## src/rtl/enc8to3_seq.sv

```systemverilog
// Sequential 8-to-3 encoder: captures a multi-hot vector and emits one index per
// accepted handshake in priority order, pulsing done after the last code.
module enc8to3_seq #(
    parameter int PRIORITY_HIGH = 1
) (
    input  logic       clk,
    input  logic       rst,
    input  logic [7:0] in,
    input  logic       en,
    input  logic       ready,
    output logic [2:0] out,
    output logic       valid,
    output logic       busy,
    output logic       none,
    output logic       done
);

    typedef enum logic {IDLE, EMIT} state_t;

    state_t     state, state_nxt;
    logic [7:0] pending, pending_nxt;
    logic [7:0] remain;
    logic [2:0] out_nxt;
    logic       valid_nxt, busy_nxt, none_nxt, done_nxt;

    // Highest set bit when PRIORITY_HIGH, otherwise lowest set bit.
    function automatic logic [2:0] pick(input logic [7:0] v);
        logic [2:0] idx;
        idx = 3'd0;
        if (PRIORITY_HIGH != 0) begin
            for (int i = 0; i < 8; i++) begin
                if (v[i]) idx = 3'(i);
            end
        end else begin
            for (int i = 7; i >= 0; i--) begin
                if (v[i]) idx = 3'(i);
            end
        end
        return idx;
    endfunction

    // The code currently on out is always a set bit of pending.
    assign remain = pending & ~(8'd1 << out);

    always_comb begin
        state_nxt   = state;
        pending_nxt = pending;
        out_nxt     = out;
        valid_nxt   = valid;
        busy_nxt    = busy;
        none_nxt    = 1'b0;
        done_nxt    = 1'b0;
        case (state)
            IDLE: begin
                valid_nxt = 1'b0;
                busy_nxt  = 1'b0;
                if (en) begin
                    if (in != 8'h00) begin
                        pending_nxt = in;
                        out_nxt     = pick(in);
                        valid_nxt   = 1'b1;
                        busy_nxt    = 1'b1;
                        state_nxt   = EMIT;
                    end else begin
                        none_nxt = 1'b1;
                    end
                end
            end
            EMIT: begin
                if (ready) begin
                    pending_nxt = remain;
                    if (remain != 8'h00) begin
                        out_nxt = pick(remain);
                    end else begin
                        valid_nxt = 1'b0;
                        busy_nxt  = 1'b0;
                        done_nxt  = 1'b1;
                        state_nxt = IDLE;
                    end
                end
            end
            default: state_nxt = IDLE;
        endcase
    end

    always_ff @(posedge clk or posedge rst) begin
        if (rst) begin
            state   <= IDLE;
            pending <= 8'h00;
            out     <= 3'b000;
            valid   <= 1'b0;
            busy    <= 1'b0;
            none    <= 1'b0;
            done    <= 1'b0;
        end else begin
            state   <= state_nxt;
            pending <= pending_nxt;
            out     <= out_nxt;
            valid   <= valid_nxt;
            busy    <= busy_nxt;
            none    <= none_nxt;
            done    <= done_nxt;
        end
    end

endmodule

```

## config.mk

```make
export PLATFORM = sky130hd
export DESIGN_NAME = enc8to3_seq
export DESIGN_NICKNAME = d
export VERILOG_FILES = /design/src/rtl/enc8to3_seq.sv
export SDC_FILE = /design/constraint.sdc
export NUM_CORES = 1
export LEC_CHECK = 0
export CAP_MARGIN = 20
export CELL_PAD_IN_SITES_DETAIL_PLACEMENT = 1
export CELL_PAD_IN_SITES_GLOBAL_PLACEMENT = 1
export CORE_MARGIN = 3
export CORE_UTILIZATION = 34
export DETAILED_ROUTE_END_ITERATION = 8
export PLACE_DENSITY_LB_ADDON = 0.1
export SYNTH_ARGS = -nofsm -noshare
export SYNTH_HDL_FRONTEND = slang
export SYNTH_SLANG_ARGS = --single-unit
```

## constraint.sdc

```tcl
create_clock -name clk -period 1.5 [get_ports clk]
set_input_delay 0.225 -clock clk [delete_from_list [all_inputs] [get_ports clk]]
set_output_delay 0.225 -clock clk [all_outputs]
set_load 0.005 [all_outputs]
```

==> summary.md <==
| Metric | Value |
|---|---|
| Hold crit path type | `primary input to asynchronous set/reset pin` |
| Placement Cell Area | `~1400 um^2` |
| Layout cells sized above 1 | `around a third` |
| Required time of the critical path | `between 1.5 and 2 ns` |
| FF+latch area | `about 380 um^2` |
| # setup viols final | `6` |
| Final hold viol count | `0` |
| Antenna-violating nets left | `0` |
| Xor and xnor area share after synthesis | `0%` |
| CTS max path bufs | `2` |
| Cell breakdown of the critical path | `buf_6 > and4bb_2 > o31ai_4 > nor2_2 > a21o_1 > a22o_1` |
| CTS buffer count | `3` |
| Combinational family with the most area after synthesis | `compound AO/OA/AOI/OAI gates` |
| Global-route wire length before repair | `roughly 5.7 mm` |
| NumNets Final | `~170` |
| Fill count | `around 310` |
| Largest vdd supply drop | `around 1.1 mV` |
| Core Area | `2610 um^2` |
| Leak | `between 0.7 and 0.8 nW` |
| Clk_skew | `0.0212 ns` |
| Mux cell area share after synthesis | `2.15%` |
| Post-Synth Adder-Cell Area | `0%` |
| CTS tree | `done` |
| EDFF count, synth | `0` |
| Worst Tran Pin Value | `0.329 ns` |
| CP Capture Type | `register` |
| Slew Limit Headroom | `77.9%` |
| Area of the multi-input gates | `just over 600 um^2` |
| Critical Path Start Type | `register` |
| Clock Sinks | `15` |
| Crit path max-delay cell type | `dfrtp_1` |
| Netlist cell types | `42` |
| Achievable Freq | `roughly 590 MHz` |
| Via count | `1082` |
| Cell Area, Synth | `around 1000 um^2` |
| Setup TNS | `-0.874 ns` |
| RSZ-0062 raised after global routing | `yes` |
| Port-buffer cells | `18` |
| Post-route cell area | `1510 um^2` |
| # rows | `18` |
| Post-Synthesis Cells | `111` |
| Compound-Gate Fraction of Synth Area | `about 28%` |
| Net Count, Synth | `123` |
| Detailed Place HPWL | `approximately 2.7 mm` |
| Root Buffer | `clkbuf_4` |
| Die Area | `between 3000 and 4000 um^2` |
| Simple logic cell fraction of the synthesized area | `between 20% and 30%` |
| Launching point of the worst reg2reg path | `out[1]` |
| Vias in the first global route | `around 1100` |
| Max Cap Viol | `0` |
| DR pass1 iterations | `4` |
| WS Path Type | `register to register` |
| Worst R2R Setup Slack | `-0.19 ns` |
| IO Pins | `19` |
| # diodes | `0` |
| Main flop type after synthesis | `dfrtp_1` |
| DIE WIDTH | `approximately 60 um` |
| DRC Markers | `0` |
| Drt wl/cell | `between 15 and 20 um` |
| Max Fanout on Critical Path | `8` |
| Initial Utilization | `37.9%` |
| Max Slew Vio Count | `0` |
| Largest net degree at the start of global routing | `17` |
| H-Tree Depth | `1` |
| Final GP Congestion | `0.883` |
| Initial antenna violation count | `0` |
| Worst stage delay on the critical path | `roughly 0.43 ns` |
| Total routed wirelength | `3.65 mm` |
| Final period util | `113%` |
| GR Overflow Total | `0` |
| Setup slack after layout | `-0.194 ns` |
| Ys Warns | `0` |
| Overall Global Routing Usage | `21.7%` |
| Area grow syn2layout | `52.8%` |
| Critical path origin | `out[1]` |
| Pwr dens | `around 1900 nW/um^2` |
| Min Clock Period, post-route | `1.69 ns` |
| FFs w/ async S/R, synth | `between 90% and 100%` |
| Failing checks | `negative setup slack` |
| Number of synthesized register bits | `15` |
| Worst-Skew Late Latency | `0.30 ns` |
| Die height | `60.0 um` |
| DRT iter0 DRCs | `25` |
| Mean Syn Cell Area | `8.92 um^2` |
| Run status | `finished with violations` |
| Avg Vias per Cell | `5.72` |
| Clk pin slew, worst setup/hold paths | `approximately 0.11 ns` |
| Register area share after synthesis | `37.9%` |
| WP data arrival | `1.89 ns` |
[cells in the mapped netlist, types with 2 or more instances]
cell type / n / area share [%]
nor3_1: 2 / 1.0
o21bai_1: 2 / 1.5
nand2b_1: 3 / 1.9
a21oi_2: 2 / 1.8
o21ai_0: 7 / 3.5
buf_2: 4 / 2.0
nor4_1: 2 / 1.3
a22o_1: 8 / 7.1
a21oi_1: 7 / 3.5
a21boi_0: 3 / 2.3
dfrtp_1: 15 / 38
nor2_1: 10 / 3.8
inv_1: 2 / 0.76
nand2_1: 14 / 5.3
a21o_1: 3 / 2.3
[layer usage]
layer  track usage [%]  vias to the layer above  share of wire [%]
li1                  -                      502                  -
met3              4.10                        2                4.4
met2              38.7                       24                 51
met5                 0                        -                  0
met4              2.85                        0               0.36
met1              27.5                      554                 44
[area by class of cell]
class	count	share of cell area (%)
sequential	15	25.0
clock buffer	3	1.49
inverter	3	0.744
multi-input combinational	86	40.4
clock inverter	1	0.331
timing repair buffer	51	29.6
tap	30	2.48
[power breakdown]
part	internal (mW)	total, mW	switching, mW
registers	0.566	0.746	0.180
logic	1.03	1.88	0.849
clock network	0.0991	0.245	0.146
[cells in the final DEF (no fill, tap or decap), types with 3 or more instances in the layout]
cell / n
a21boi_0: 3
a21oi_1: 6
a22o_1: 8
buf_4: 29
buf_6: 4
clkbuf_4: 3
clkdlybuf4s50_1: 12
dfrtp_1: 13
dlymetal6s2s_1: 3
nand2_1: 14
nand2b_1: 3
nor2_1: 9
o21ai_0: 7
[kinds of logic (layout without fill, tap and decap cells)]
logic type / after synthesis / after routing
simple gates: 45 / 45
buf+inv: 10 / 58
mux: 2 / 2
compound gates: 39 / 39
flops: 15 / 15
[worst paths after layout]
check,endpoint,depth (start not counted)
worst max-delay path,out[1],6
worst min-delay path,done,3
worst max register to register,out[1],6
worst min register to register,pending[0],1
max in group asynchronous,pending[6],3
min in group clk,pending[0],2
[through the flow]
| step | cells | hold WS, ns | total power [mW] | utilization (%) | setup WS [ns] |
|---|---|---|---|---|---|
| after floorplan | 111 | 0.126 | 1.65 | - | -0.0663 |
| after global placement | 179 | 0.518 | 2.28 | 51.9 | -0.340 |
| after detailed placement | 179 | 0.533 | 2.34 | 51.9 | -0.371 |
| after CTS | 187 | 0.234 | 2.75 | 55.8 | -0.131 |
| after global routing | 189 | 0.257 | 3.08 | 57.9 | -0.236 |
| final | 189 | 0.224 | 2.88 | 57.9 | -0.194 |
[flip-flops by register name (all words and copies together), names as in the netlist]
signal	cells
busy	1
done	1
state	1
pending	8
out	3
none	1
[what timing repair did]
item	in CTS	in global routing
pin swaps	4	3
resized for setup	15	11
buffers inserted	4	2
hold buffers	0	0
endpoints found under the setup margin	16	13
[critical path: cells and delay by family (launching register included)]
| family | cells | cell delay (ns) |
|---|---|---|
| and+or+nand+nor | 2 | 0.32 |
| buffers and inverters | 1 | 0.15 |
| DFF | 1 | 0.43 |
| AOI/OAI and AO/OA | 3 | 0.68 |
Note: power is estimated with default switching activity, not from simulation.
